$ cat src/rtl/imem_loader_if.sv
// rtl/imem_loader_if.sv - byte-stream input and instruction-memory write port of the program loader
//
// Signals:
//   rx_data   [7:0]        incoming byte
//   rx_valid               rx_data is valid
//   rx_ready               loader accepts a byte this cycle (transfer on rx_valid && rx_ready)
//   mem_we                 instruction memory write strobe, one cycle per word
//   mem_addr  [ADDR_W-1:0] word write address
//   mem_wdata [15:0]       word write data
// Modports:
//   slave  - the loader (consumes bytes, drives the memory write port)
//   master - the byte source / memory side
interface imem_loader_if #(
    parameter int ADDR_W = 8
) ();
    logic [7:0]        rx_data;
    logic              rx_valid;
    logic              rx_ready;
    logic              mem_we;
    logic [ADDR_W-1:0] mem_addr;
    logic [15:0]       mem_wdata;

    modport slave (
        input  rx_data,
        input  rx_valid,
        output rx_ready,
        output mem_we,
        output mem_addr,
        output mem_wdata
    );

    modport master (
        output rx_data,
        output rx_valid,
        input  rx_ready,
        input  mem_we,
        input  mem_addr,
        input  mem_wdata
    );
endinterface

$ cat src/rtl/imem_loader.sv
// rtl/imem_loader.sv - boot-time loader: framed byte stream -> 16-bit instruction words, checksum, cpu_run
//
// Frame: HDR, CNT_HI, CNT_LO, count words (high byte first), CKSUM.
// CKSUM is the mod-256 sum of CNT_HI, CNT_LO and every data byte.
//
// Ports:
//   clk      system clock, rising edge
//   nClear   synchronous active-low reset
//   bus      imem_loader_if.slave: rx_data/rx_valid/rx_ready byte stream in,
//            mem_we/mem_addr/mem_wdata instruction memory write port out
//   busy     a frame is in progress (CNT_HI .. CKSUM)
//   err      last frame failed (bad checksum or count > DEPTH)
//   cpu_run  verified image in memory; drives the MCU's nClear
module imem_loader #(
    parameter int          ADDR_W = 8,
    parameter logic [7:0]  HDR    = 8'hA5
) (
    input  logic          clk,
    input  logic          nClear,
    imem_loader_if.slave  bus,
    output logic          busy,
    output logic          err,
    output logic          cpu_run
);
    localparam int DEPTH = 1 << ADDR_W;
    localparam logic [16:0] DEPTH_17 = 17'(DEPTH);

    typedef enum logic [2:0] {
        S_IDLE,
        S_CNT_HI,
        S_CNT_LO,
        S_DATA_HI,
        S_DATA_LO,
        S_CKSUM,
        S_RUN,
        S_ERROR
    } state_t;

    state_t            state;
    state_t            state_nxt;

    logic [15:0]       count_q;
    logic [15:0]       word_cnt;
    logic [7:0]        sum_q;
    logic [7:0]        hi_q;
    logic              mem_we_q;
    logic [ADDR_W-1:0] mem_addr_q;
    logic [15:0]       mem_wdata_q;

    logic              accept;
    logic [15:0]       count_in;
    logic              over_depth;
    logic              last_word;

    assign accept     = bus.rx_valid && bus.rx_ready;
    // Full count as it will be latched when CNT_LO is accepted.
    assign count_in   = {count_q[15:8], bus.rx_data};
    // With ADDR_W = 16 every 16-bit count fits, so the check drops out.
    assign over_depth = (ADDR_W < 16) && ({1'b0, count_in} > DEPTH_17);
    assign last_word  = (word_cnt + 16'd1) == count_q;

    always_ff @(posedge clk) begin
        if (!nClear) begin
            state <= S_IDLE;
        end else begin
            state <= state_nxt;
        end
    end

    always_comb begin
        state_nxt = state;
        if (accept) begin
            case (state)
                S_IDLE:    if (bus.rx_data == HDR) state_nxt = S_CNT_HI;
                S_CNT_HI:  state_nxt = S_CNT_LO;
                S_CNT_LO: begin
                    if (over_depth)             state_nxt = S_ERROR;
                    else if (count_in == 16'd0) state_nxt = S_CKSUM;
                    else                        state_nxt = S_DATA_HI;
                end
                S_DATA_HI: state_nxt = S_DATA_LO;
                S_DATA_LO: state_nxt = last_word ? S_CKSUM : S_DATA_HI;
                S_CKSUM:   state_nxt = (bus.rx_data == sum_q) ? S_RUN : S_ERROR;
                S_RUN:     state_nxt = S_RUN;
                S_ERROR:   if (bus.rx_data == HDR) state_nxt = S_CNT_HI;
                default:   state_nxt = S_IDLE;
            endcase
        end
    end

    always_ff @(posedge clk) begin
        if (!nClear) begin
            count_q     <= '0;
            word_cnt    <= '0;
            sum_q       <= '0;
            hi_q        <= '0;
            mem_we_q    <= 1'b0;
            mem_addr_q  <= '0;
            mem_wdata_q <= '0;
        end else begin
            mem_we_q <= 1'b0;
            if (accept) begin
                case (state)
                    S_IDLE, S_ERROR: begin
                        if (bus.rx_data == HDR) begin
                            sum_q    <= '0;
                            word_cnt <= '0;
                        end
                    end
                    S_CNT_HI: begin
                        count_q[15:8] <= bus.rx_data;
                        sum_q         <= sum_q + bus.rx_data;
                    end
                    S_CNT_LO: begin
                        count_q[7:0] <= bus.rx_data;
                        sum_q        <= sum_q + bus.rx_data;
                        word_cnt     <= '0;
                    end
                    S_DATA_HI: begin
                        hi_q  <= bus.rx_data;
                        sum_q <= sum_q + bus.rx_data;
                    end
                    S_DATA_LO: begin
                        mem_we_q    <= 1'b1;
                        mem_addr_q  <= word_cnt[ADDR_W-1:0];
                        mem_wdata_q <= {hi_q, bus.rx_data};
                        sum_q       <= sum_q + bus.rx_data;
                        word_cnt    <= word_cnt + 16'd1;
                    end
                    default: begin
                    end
                endcase
            end
        end
    end

    assign bus.mem_we    = mem_we_q;
    assign bus.mem_addr  = mem_addr_q;
    assign bus.mem_wdata = mem_wdata_q;
    // Gated by nClear so no byte is taken while reset is held.
    assign bus.rx_ready  = nClear && (state != S_RUN);

    assign busy    = (state == S_CNT_HI) || (state == S_CNT_LO) || (state == S_DATA_HI)
                  || (state == S_DATA_LO) || (state == S_CKSUM);
    assign err     = (state == S_ERROR);
    assign cpu_run = (state == S_RUN);
endmodule

$ cat src/flat_wrapper.sv
// flat-port wrapper written by rule: the top's interface ports become plain ports
module imem_loader_flat 
#(
    parameter int          ADDR_W = 8,
    parameter logic [7:0]  HDR    = 8'hA5
)
  (clk, nClear, busy, err, cpu_run, bus_rx_data, bus_rx_valid, bus_rx_ready, bus_mem_we, bus_mem_addr, bus_mem_wdata);
  imem_loader_if #(.ADDR_W(ADDR_W)) bus_i ();
  input  logic clk;
  input  logic nClear;
  output logic busy;
  output logic err;
  output logic cpu_run;
  input wire logic [$bits(bus_i.rx_data)-1:0] bus_rx_data;
  input wire logic [$bits(bus_i.rx_valid)-1:0] bus_rx_valid;
  output wire logic [$bits(bus_i.rx_ready)-1:0] bus_rx_ready;
  output wire logic [$bits(bus_i.mem_we)-1:0] bus_mem_we;
  output wire logic [$bits(bus_i.mem_addr)-1:0] bus_mem_addr;
  output wire logic [$bits(bus_i.mem_wdata)-1:0] bus_mem_wdata;
  assign bus_i.rx_data = bus_rx_data;
  assign bus_i.rx_valid = bus_rx_valid;
  assign bus_rx_ready = bus_i.rx_ready;
  assign bus_mem_we = bus_i.mem_we;
  assign bus_mem_addr = bus_i.mem_addr;
  assign bus_mem_wdata = bus_i.mem_wdata;
  imem_loader #(.ADDR_W(ADDR_W), .HDR(HDR)) u_core (.clk(clk), .nClear(nClear), .bus(bus_i), .busy(busy), .err(err), .cpu_run(cpu_run));
endmodule
$ cat config.mk
export PLATFORM = sky130hd
export DESIGN_NAME = imem_loader_flat
export DESIGN_NICKNAME = d
export VERILOG_FILES = /design/src/rtl/imem_loader_if.sv /design/src/rtl/imem_loader.sv /design/src/flat_wrapper.sv
export SDC_FILE = /design/constraint.sdc
export NUM_CORES = 1
export LEC_CHECK = 0
export BUFFER_PORTS_ARGS = -buffer_cell sky130_fd_sc_hd__buf_2
export CORE_MARGIN = 10
export CORE_UTILIZATION = 45
export DETAILED_ROUTE_END_ITERATION = 12
export GPL_TIMING_DRIVEN = 0
export SETUP_SLACK_MARGIN = 0.1
export SLEW_MARGIN = 30
export SYNTH_ARGS = -nofsm -noshare
export SYNTH_HDL_FRONTEND = slang
export SYNTH_SLANG_ARGS = --single-unit
$ cat constraint.sdc
create_clock -name clk -period 5.5 [get_ports clk]
set_clock_uncertainty 0.05 [all_clocks]
set_input_delay 0.825 -clock clk [delete_from_list [all_inputs] [get_ports clk]]
set_output_delay 0.825 -clock clk [all_outputs]
set_load 0.005 [all_outputs]
==> results <==
- The number of enable flip-flop cells after synthesis is 0.
- The worst-margin pin slew is 0.8674 ns.
- Headroom to the max-slew limit came out at 41.92%.
- The most used flip-flop cell after synthesis is sky130_fd_sc_hd__dfxtp_1.
- The total power density per cell area is 222.0 nW/um^2.
- The first global-routing pass estimated 18.78 mm of wire.
- The worst hold path terminates at u_core.bus.mem_addr[5]$_SDFFE_PN0P_.
- The number of placed I/O pins is 40.
- The number of endpoints failing setup at the final stage is 0.
- Final hold analysis gives a worst-case slack of 0.4019 ns.
- The share of Yosys cell area claimed by the top area cell type is 36.33%.
- The synthesized netlist contains 69 unique library cells.
- Synthesis produced 493 cells.
- In the final routed layout, each cell accounts on average for 17.65 microns.
- In the routed layout, each cell is associated on average with a via count of 5.734.
- The number of rows in the core area is 35.
- The number of remaining DRC errors is 0.
- After clock tree synthesis, the repair step resized 0 gates.
- The clock-pin slew on the worst setup and hold paths is 0.08 ns.
- In this run, the number of DRC markers left after iteration 0 of detailed routing was 269.
- The total wirelength of the detailed-routed design is 11.62 mm.
- The initial antenna violation count is 0.
- In the final layout, the multi-input gates occupy 2500 sq um.
- The run finished with clean final reports.
- The clock tree synthesis step divided the H-tree into 3 levels.
- The total area inside the core boundary comes to 9153 sq um.
- The sum of negative setup slack is 0 ns.
- After filler insertion, the fill cell instance count of the layout stands at 901.
- The HPWL after detailed placement is 8.366 mm.
- The share of total power consumed by net switching is 24.61%.
- The final max-slew violation count was 0.
- Entering global routing, the biggest net connects 15 pins.
- The congestion estimate from routability-driven global placement came to 0.8834.
- In this run the power spent charging and discharging nets is 0.2583 mW.
- The later pin in the worst-skew pair is clocked with a latency of 0.35 ns.
- The post-synthesis sequential element count is 76.
- The tree is rooted in a sky130_fd_sc_hd__clkbuf_8.
- Including well taps, the total number of placed cells is 642.
- The width of the die is 116.5 microns.
- Internal power comes to 0.7912 mW.
- Measured in cells, the most critical reg-to-reg path has a length of 7.
- After clock tree synthesis, the setup repair step added 0 buffers.
- In the final design database the tool counted 562 nets.
- Counting along the longest clock path gives a buffer depth of 2.
- Each instance of the synthesized netlist takes up on average 8.494 sq um.
- The die footprint is 13570 sq um.
- The number of instances on the worst hold path is 2.
- The launching point of the worst reg2reg path is u_core.word_cnt[0]$_SDFFE_PN0P_.
- In this run the most critical hold path is launched from u_core.bus.mem_addr[5]$_SDFFE_PN0P_.
- Dividing the final minimum period by the clock period gives 50.22%.
- The area growth from synthesis to layout is 12.88%.
- The hold violation total from the final report is 0.
- After synthesis, the share of flip-flops with an asynchronous set or reset is 0%.
- The data arrival time of the critical path is 2.99 ns.
- The post-route antenna net violation count is 0.
- Setup repair after global routing left no endpoint under its margin.
- The total track usage is 17.64%.
- For flop-to-flop paths, the worst setup slack is 2.74 ns.
- The count of warnings emitted by yosys is 0.
- Of all cell types, the one taking the most synthesized area is sky130_fd_sc_hd__dfxtp_1.
- The combinational power share is 4.1%.
- The first-pass iteration count of the detailed router is 5.
- The startpoint type of the worst setup path is an input port.
- In the final layout, the share of cells above drive strength 1 is 14.26%.
- After synthesis the cells add up to 4188 sq um.
- Buffers inserted during clock tree synthesis total 9.
- The non-filler instance count after layout is 658.
- The category of the worst setup path capture point is a flip-flop.
- Max-cap violations in this run came to 0.
- The number of global-route vias before repair is 3589.
- STA puts the critical path data required time at 5.73 ns.
- The worst-case IR drop observed on VDD is 0.1254 mV.
- For this configuration, the core starts out at a cell density of 45.76%.
- The clock network burns 43.5% of the power.
- The min-delay analysis places its worst path in the category reg2reg.
- Timing analysis after detailed placement gives a worst setup slack of 2.359 ns.
- The highest clock rate is 362.0 MHz.
- The footprint of the flip-flops and latches is 1521 sq um.
- The critical setup path kind is in2reg.
- Counting instances in the post-synthesis netlist gives the leading cell types as sky130_fd_sc_hd__dfxtp_1, sky130_fd_sc_hd__nand2_1, sky130_fd_sc_hd__a21boi_1.
- In this run the worst path has a maximum fanout of 10.
- For this run, the share of the core covered by cells in the final layout is 51.65%.
- For this design the static power due to leakage is 1.795 nW.
- By instance count, the leading cell after synthesis is sky130_fd_sc_hd__dfxtp_1.
- In this run, flip-flops and latches consume 52.4% of the power.
- The number of vias in the routed layout is 3773.
- The worst register-to-register path ends at u_core.state[1]$_SDFFE_PN0P_.
- The setup slack of the critical path after layout is 2.738 ns.
- The post-synthesis net count is 513.
- The floorplan step set the die height to 116.5 microns.
- The final critical path time including I/O delays and setup is 2.762 ns.
- By area the synthesized netlist is led by sky130_fd_sc_hd__dfxtp_1, sky130_fd_sc_hd__a21boi_1, sky130_fd_sc_hd__nand2_1, sky130_fd_sc_hd__mux2i_1, sky130_fd_sc_hd__nor2b_1.
- For this design, the CTS-stage hold fixing added 0 buffers.
- The count of inserted antenna diode cells is 0.
- Of the synthesized area, sequential elements account for 36.33%.
- The global-route congestion overflow total is 0.
- The number of clock sinks is 76.
- The count of buffers inserted at the top-level ports is 38.
- TritonCTS built the clock tree.
[registers in the layout, indices dropped and copies added, names as in the netlist]
register / count
u_core.bus.mem_addr: 8
u_core.sum_q: 8
u_core.bus.mem_wdata: 16
u_core.word_cnt: 16
u_core.hi_q: 8
u_core.count_q: 16
u_core.bus.mem_we: 1
u_core.state: 3
[cell usage in the layout (no fill, tap or decap), types with 12 or more instances in the layout]
cell,instances
sky130_fd_sc_hd__a21boi_1,36
sky130_fd_sc_hd__dfxtp_1,76
sky130_fd_sc_hd__nor2b_1,33
sky130_fd_sc_hd__mux2i_1,24
sky130_fd_sc_hd__clkbuf_1,23
sky130_fd_sc_hd__a21oi_1,16
sky130_fd_sc_hd__nand2_1,69
sky130_fd_sc_hd__nor2_1,22
sky130_fd_sc_hd__xnor2_1,12
sky130_fd_sc_hd__buf_2,42
[layout make-up]
cell class | count | area share, %
Clock buffer | 10 | 2.912
Inverter | 12 | 0.9529
Clock inverter | 6 | 1.535
Multi-Input combinational cell | 375 | 52.89
Timing Repair Buffer | 38 | 4.023
Tap cell | 111 | 2.938
Sequential cell | 76 | 32.19
Buffer | 30 | 2.567
[worst max-delay path: stages]
cell and delay (ns):
sky130_fd_sc_hd__clkbuf_1 0.33, sky130_fd_sc_hd__nand4_1 0.56, sky130_fd_sc_hd__inv_2 0.43, sky130_fd_sc_hd__buf_1 0.51, sky130_fd_sc_hd__nand3b_1 0.15, sky130_fd_sc_hd__a21boi_1 0.17
[cell families (layout without fill, tap and decap cells)]
kind of cell	after synthesis	in the layout	synth area share (%)
compound gates	113	113	19.15
fa+ha+maj	9	9	2.868
simple gates	208	208	27.55
buf+inv	42	96	3.974
flops	76	76	36.33
mux	24	24	5.736
xor+xnor	21	21	4.392
[stage by stage]
stage                     power [mW]  instance area, sq um
final                          1.050                  4727
after detailed placement      0.6059                  4517
after CTS                      1.059                  4727
after floorplan               0.5854                  4188
after global routing           1.084                  4727
after global placement        0.6057                  4517
[metal layers]
layer / GRT usage, % / routed length (microns) / vias up / part of all wire (%)
li1: - / - / 1850 / -
met1: 22.78 / 5370 / 1804 / 46
met2: 29.34 / 5506 / 107 / 47
met3: 3.133 / 612 / 12 / 5.3
met4: 5.088 / 125 / 0 / 1.1
met5: 0 / 0 / - / 0
[power groups by stage]
stage                     combinational [mW]  sequential [mW]  clock [mW]
after floorplan                       0.0228            0.563           0
after global placement                0.0430            0.563           0
after detailed placement              0.0433            0.563           0
after CTS                             0.0434            0.550       0.466
after global routing                  0.0465            0.550       0.488
final                                 0.0434            0.550       0.456
[worst max-delay path by stage]
| stage | start | to | depth (start not counted) |
|---|---|---|---|
| 2_1_floorplan | bus_rx_data[1] | u_core.word_cnt[11]$_SDFFE_PN0P_ | 5 |
| 3_3_place_gp | bus_rx_data[3] | u_core.word_cnt[11]$_SDFFE_PN0P_ | 6 |
| 3_5_place_dp | bus_rx_data[7] | u_core.word_cnt[11]$_SDFFE_PN0P_ | 7 |
| 4_1_cts | u_core.word_cnt[0]$_SDFFE_PN0P_ | u_core.state[1]$_SDFFE_PN0P_ | 7 |
| 5_1_grt | u_core.word_cnt[0]$_SDFFE_PN0P_ | u_core.state[1]$_SDFFE_PN0P_ | 7 |
| 6_report | nClear | u_core.word_cnt[13]$_SDFFE_PN0P_ | 6 |
Power figures use the tool's default switching activity.
